--- src/rtl/cayde_pkg.sv ---
// Shared constants and types for the cayde decode/execute front end.
package cayde_pkg;

  localparam logic [6:0] ALU_ADD = 7'd0;
  localparam logic [6:0] ALU_SUB = 7'd1;
  localparam logic [6:0] ALU_XOR = 7'd2;
  localparam logic [6:0] ALU_AND = 7'd3;
  localparam logic [6:0] ALU_OR  = 7'd4;
  localparam logic [6:0] ALU_SLL = 7'd6;
  localparam logic [6:0] ALU_SRL = 7'd8;
  localparam logic [6:0] ALU_SRA = 7'd9;

  localparam logic [6:0] OPC_OP    = 7'b0110011;
  localparam logic [6:0] OPC_OPIMM = 7'b0010011;
  localparam logic [6:0] OPC_LUI   = 7'b0110111;
  localparam logic [6:0] OPC_AUIPC = 7'b0010111;

  localparam logic [6:0] F7_BASE = 7'b0000000;
  localparam logic [6:0] F7_ALT  = 7'b0100000;

  typedef struct packed {
    logic [6:0]  alu_op;
    logic [31:0] op_a;
    logic [31:0] op_b;
    logic [4:0]  rd;
    logic        we;
    logic        illegal;
  } bundle_t;

endpackage

--- src/rtl/cayde_imm_gen.sv ---
// I/U immediates and shift amount, taken from the upper instruction bits.
module cayde_imm_gen
  import cayde_pkg::*;
(
  input  logic [31:12] instr_i,
  output logic [31:0]  imm_i_o,
  output logic [31:0]  imm_u_o,
  output logic [31:0]  shamt_o
);

  assign imm_i_o = {{20{instr_i[31]}}, instr_i[31:20]};
  assign imm_u_o = {instr_i[31:12], 12'b0};
  assign shamt_o = {27'b0, instr_i[24:20]};

endmodule

--- src/rtl/cayde_decode.sv ---
// RV32I decode stage: one instruction per cycle into a registered ALU bundle.
module cayde_decode
  import cayde_pkg::*;
#(
  parameter int XLEN = 32
) (
  input  logic            clk_i,
  input  logic            rst_i,
  input  logic            flush_i,
  input  logic            instr_valid_i,
  output logic            instr_ready_o,
  input  logic [31:0]     instr_i,
  input  logic [XLEN-1:0] pc_i,
  output logic [4:0]      rs1_addr_o,
  output logic [4:0]      rs2_addr_o,
  input  logic [XLEN-1:0] rs1_data_i,
  input  logic [XLEN-1:0] rs2_data_i,
  output logic            valid_o,
  input  logic            ready_i,
  output logic [6:0]      alu_op_o,
  output logic [XLEN-1:0] op_a_o,
  output logic [XLEN-1:0] op_b_o,
  output logic [4:0]      rd_o,
  output logic            we_o,
  output logic            illegal_o,
  output logic [31:0]     decoded_cnt_o
);

  localparam logic [0:0] S_EMPTY = 1'b0;
  localparam logic [0:0] S_FULL  = 1'b1;

  logic [0:0]  state_q, state_d;
  bundle_t     bundle_q, dec;
  logic [31:0] cnt_q, cnt_d;
  logic [31:0] imm_i, imm_u, shamt;
  logic [6:0]  opc, f7;
  logic [2:0]  f3;
  logic        legal, accept, handoff;

  cayde_imm_gen u_imm (
    .instr_i (instr_i[31:12]),
    .imm_i_o (imm_i),
    .imm_u_o (imm_u),
    .shamt_o (shamt)
  );

  assign opc        = instr_i[6:0];
  assign f3         = instr_i[14:12];
  assign f7         = instr_i[31:25];
  assign rs1_addr_o = instr_i[19:15];
  assign rs2_addr_o = instr_i[24:20];

  always_comb begin
    dec    = '0;
    legal  = 1'b0;
    dec.rd = instr_i[11:7];
    unique case (opc)
      OPC_OP: begin
        dec.op_a = rs1_data_i;
        dec.op_b = rs2_data_i;
        if (f7 == F7_BASE) begin
          legal = 1'b1;
          case (f3)
            3'd0: dec.alu_op = ALU_ADD;
            3'd1: dec.alu_op = ALU_SLL;
            3'd4: dec.alu_op = ALU_XOR;
            3'd5: dec.alu_op = ALU_SRL;
            3'd6: dec.alu_op = ALU_OR;
            3'd7: dec.alu_op = ALU_AND;
            default: legal = 1'b0;
          endcase
        end else if (f7 == F7_ALT) begin
          legal = (f3 == 3'd0) || (f3 == 3'd5);
          dec.alu_op = (f3 == 3'd0) ? ALU_SUB : ALU_SRA;
        end
        // Register shifts only honour the low five bits of rs2.
        if (f3 == 3'd1 || f3 == 3'd5) dec.op_b = {27'b0, rs2_data_i[4:0]};
      end
      OPC_OPIMM: begin
        dec.op_a = rs1_data_i;
        dec.op_b = imm_i;
        legal    = 1'b1;
        case (f3)
          3'd0: dec.alu_op = ALU_ADD;
          3'd4: dec.alu_op = ALU_XOR;
          3'd6: dec.alu_op = ALU_OR;
          3'd7: dec.alu_op = ALU_AND;
          3'd1: begin
            dec.alu_op = ALU_SLL;
            dec.op_b   = shamt;
            legal      = (f7 == F7_BASE);
          end
          3'd5: begin
            dec.alu_op = (f7 == F7_ALT) ? ALU_SRA : ALU_SRL;
            dec.op_b   = shamt;
            legal      = (f7 == F7_BASE) || (f7 == F7_ALT);
          end
          default: legal = 1'b0;
        endcase
      end
      OPC_LUI: begin
        dec.op_b = imm_u;
        legal    = 1'b1;
      end
      OPC_AUIPC: begin
        dec.op_a = pc_i;
        dec.op_b = imm_u;
        legal    = 1'b1;
      end
      default: legal = 1'b0;
    endcase
    // Illegal forms still travel downstream, but carry no operation.
    if (!legal) begin
      dec.alu_op = ALU_ADD;
      dec.op_a   = '0;
      dec.op_b   = '0;
    end
    dec.we      = legal && (dec.rd != 5'd0);
    dec.illegal = !legal;
  end

  assign valid_o       = (state_q == S_FULL);
  assign instr_ready_o = !valid_o || ready_i;
  assign accept        = instr_valid_i && instr_ready_o && !flush_i;
  assign handoff       = valid_o && ready_i;

  always_comb begin
    state_d = state_q;
    cnt_d   = handoff ? cnt_q + 32'd1 : cnt_q;
    if (flush_i)      state_d = S_EMPTY;
    else if (accept)  state_d = S_FULL;
    else if (handoff) state_d = S_EMPTY;
  end

  always_ff @(posedge clk_i) begin
    if (rst_i) begin
      state_q  <= S_EMPTY;
      bundle_q <= '0;
      cnt_q    <= '0;
    end else begin
      state_q <= state_d;
      cnt_q   <= cnt_d;
      if (accept) bundle_q <= dec;
    end
  end

  assign alu_op_o      = bundle_q.alu_op;
  assign op_a_o        = bundle_q.op_a;
  assign op_b_o        = bundle_q.op_b;
  assign rd_o          = bundle_q.rd;
  assign we_o          = bundle_q.we;
  assign illegal_o     = bundle_q.illegal;
  assign decoded_cnt_o = cnt_q;

endmodule

--- config.mk ---
export PLATFORM = sky130hd
export DESIGN_NAME = cayde_decode
export DESIGN_NICKNAME = d
export VERILOG_FILES = /design/src/rtl/cayde_pkg.sv /design/src/rtl/cayde_imm_gen.sv /design/src/rtl/cayde_decode.sv
export SDC_FILE = /design/constraint.sdc
export NUM_CORES = 1
export LEC_CHECK = 0
export BUFFER_PORTS_ARGS = -buffer_cell sky130_fd_sc_hd__buf_2
export CORE_MARGIN = 5
export CORE_UTILIZATION = 46
export CTS_CLUSTER_SIZE = 28
export DETAILED_ROUTE_END_ITERATION = 16
export PLACE_DENSITY = 0.8
export SYNTH_ARGS = -nofsm -noshare
export SYNTH_HDL_FRONTEND = slang
export SYNTH_SLANG_ARGS = --single-unit
--- constraint.sdc ---
create_clock -name clk_i -period 2.4 [get_ports clk_i]
set_input_delay 0.48 -clock clk_i [delete_from_list [all_inputs] [get_ports clk_i]]
set_output_delay 0.48 -clock clk_i [all_outputs]
set_load 0.02 [all_outputs]
==> results.md <==
- Tot Pwr: 3.80 mW
- LEAKAGE: 3.16 nW
- DRC errors left: 0
- Pint: around 2.8 mW
- CTS tree: yes
- Asr flop ratio synth: 0%
- Synth warnings: 0
- Number of diodes: 0
- Total negative slack: 0 ps
- Least-Margin Pin Slew: 620 ps
- CP Data Required Time: 2660 ps
- Max FO, Critical Path: 32
- Final Instance Area: 0.00677 sq mm
- Worst path arrival time: 2280 ps
- Worst Skew: ~6.2 ps
- Critical path class: flop to flop
- Grt met1 use: 30.5%
- Top cell type's share of synthesized area: 41.4%
- Placed inst area: 0.00647 sq mm
- IO Port Bufs: 251
- Fin. max-slew vios: 0
- Crit start category: flop
- Post-synth top area cell: dfxtp_1
- Drt pass-1 iters: 5
- Mean post-synth cell area: 8.90 sq um
- Die area: between 0.01 and 0.015 sq mm
- NetSw: 0.985 mW
- Post-CTS sizing: 0
- Synth area leaders: dfxtp_1 41%, a221oi_1 8.6%, and3_1 6.6%
- Die Ht: 117 microns
- Initial DRC Count: ~560
- Placed Cells incl. Taps: 935
- Drt wl/cell: 17.7 microns
- Crit-path cells: nor2b_2, nor3b_2, buf_12, and4_1, buf_4, a221oi_1, nor3_1
- Worst path slowest cell: dfxtp_1
- DRT antenna net count: 0
- Setup violators final: 0
- Largest net degree at the start of global routing: 58
- Layout cells sized above 1: 38.1%
- Number of enable flip-flop cells after synthesis: 0
- Layout area overhead: 29.6%
- Main flop type after synthesis: dfxtp_1
- Sequential fraction of the synthesis area: 41.4%
- Clock power frac: roughly 40%
- Root Driver: clkbuf_16
- Crit. Startpoint: valid_o
- Core Box Area: 0.0113 sq mm
- Yosys reg bits: 108
- Routing usage on met2: 39.7%
- Max Clock Freq: 495 MHz
- Max-cap violations: 0
- Synth top cells by count: 108 x dfxtp_1, 63 x nor2_1, 55 x and3_1
- All-Layer GR Usage: 24.1%
- First-pass GRT wire length: 26000 microns
- Crit path largest cell delay: around 370 ps
- Tmin final: 2020 ps
- Gate Count Post-Synth: about 590
- Postcts setup bufs: 0
- Status: finished clean
- DP HPWL: approximately 12000 microns
- Final worst path period share: 84.1%
- Power share of the combinational group: 12.2%
- Clock transition at path regs: 70 ps
- Met3 global-route usage: 6.89%
- Hold_buf cts: 0
- Vias per std cell: 5.79
- Cts bufs inserted: 9
- Io pins: 255
- Hold path start: flush_i
- Clk_lat worst skew: 360 ps
- FF-to-FF Start: valid_o
- Initial antenna violation count: 0
- Worst vdd ir: roughly 0.5 mV
- Die width: 117 microns
- H-Tree Depth: 3
- Top-count cell post-synth: dfxtp_1
- Final GP Congestion: between 0.8 and 0.9
- Nets: 937
- Gr ovfl total: 0
- Starting density of the core: 46.3%
- Max_slew headroom: 58.7%
- Gr busiest metal: met2
- Net Sw Frac: about 26%
- Hold WC Path Type: primary input to flop
- Unrepaired setup endpoints after global routing: false
- Mapped Area: 0.00522 sq mm
- Clk sinks: about 110
- Vias in the first global route: 5160
- Site row count: 39
- Flop pwr share: 48.2%
- Yosys cell types: just over 50
- Hold Fails Final Rpt: 0
- Worst setup EP type: flop
- P per Cell Area: 561 mW/mm^2
- Vias post-DR: 5502
- Final cell count without fillers: 951
- Clk buf depth: 2
- Hold WS: 324 ps
- Final WL: between 15000 and 20000 microns
==> layout by cell type (no fill, tap or decap), types with 3 or more instances in the layout <==
master | Yosys | layout
mux2_2 | 6 | 6
nor4_4 | 4 | 4
o21ai_0 | 5 | 5
nand4_1 | 8 | 8
a32o_1 | 8 | 8
and3_1 | 55 | 55
nor2_1 | 63 | 63
a22oi_1 | 5 | 5
xor2_1 | 11 | 11
buf_2 | 14 | 250
conb_1 | 1 | 3
nand3_1 | 12 | 12
and4_1 | 6 | 6
nor4_1 | 30 | 30
dfxtp_1 | 108 | 108
buf_4 | 17 | 19
nor3_1 | 46 | 46
inv_1 | 9 | 9
mux2i_1 | 6 | 6
a221oi_1 | 51 | 51
a21oi_1 | 8 | 8
nand2_1 | 29 | 29
clkbuf_16 | 0 | 9
xnor2_1 | 20 | 20
==> cell type report <==
cell class | count | area (sq um)
clock inverters | 7 | 73.8
inverters | 9 | 33.8
fillers | 1019 | 4500
well taps | 143 | 179
repair buffers | 270 | 1410
flip-flops and latches | 108 | 2160
clock buffers | 9 | 225
multi-input cells | 405 | 2680
==> flip-flops by register name, indices dropped and copies added, names as in the netlist <==
name,flops
valid_o,1
decoded_cnt_o,32
op_a_o,32
op_b_o,32
rd_o,5
illegal_o,1
alu_op_o,4
we_o,1
==> kinds of logic (layout without fill, tap and decap cells) <==
kind of cell	Yosys count	in the layout	share of synthesized area, %
xor gates and xnor gates	31	31	5.20
other	1	3	0.0718
DFF	108	108	41.4
and+or+nand+nor	266	266	28.1
muxes	12	12	2.44
AOI/OAI and AO/OA	92	92	15.1
buffers and inverters	76	295	7.47
adders and majority gates	1	1	0.240
==> critical path: cells and delay by family (launching register included) <==
| kind | cells | cell delay (ps) |
|---|---|---|
| simple gates | 4 | 850 |
| buf+inv | 2 | 550 |
| flops | 1 | 370 |
| compound gates | 1 | 130 |
==> power by group through the flow <==
stage	registers (mW)	logic [mW]	clock network, mW
CTS	1.83	0.465	1.54
detailed placement	1.87	0.463	0
floorplan	1.90	0.234	0
finish	1.83	0.465	1.50
global route	1.83	0.509	1.61
global placement	1.87	0.460	0
==> stage by stage <==
step | util (%) | setup WS, ps
2_1_floorplan | - | 540
3_3_place_gp | 57.4 | 256
3_5_place_dp | 57.4 | 177
4_1_cts | 60.1 | 372
5_1_grt | 60.1 | 161
6_report | 60.1 | 382
==> path summary, 6_finish.rpt <==
path | to | slack (ps) | cells past startpoint
setup / recovery | op_a_o[6] | 380 | 7
hold / removal | valid_o | 320 | 2
setup reg to reg | op_a_o[6] | 380 | 7
hold reg to reg | we_o | 450 | 2
==> per-layer routing <==
layer	part of all wire [%]	vias to the layer above
met3	8.7	21
met2	49	246
met5	0	-
met4	1.3	0
met1	41	2622
li1	-	2613
(Power assumes the default switching activity.)
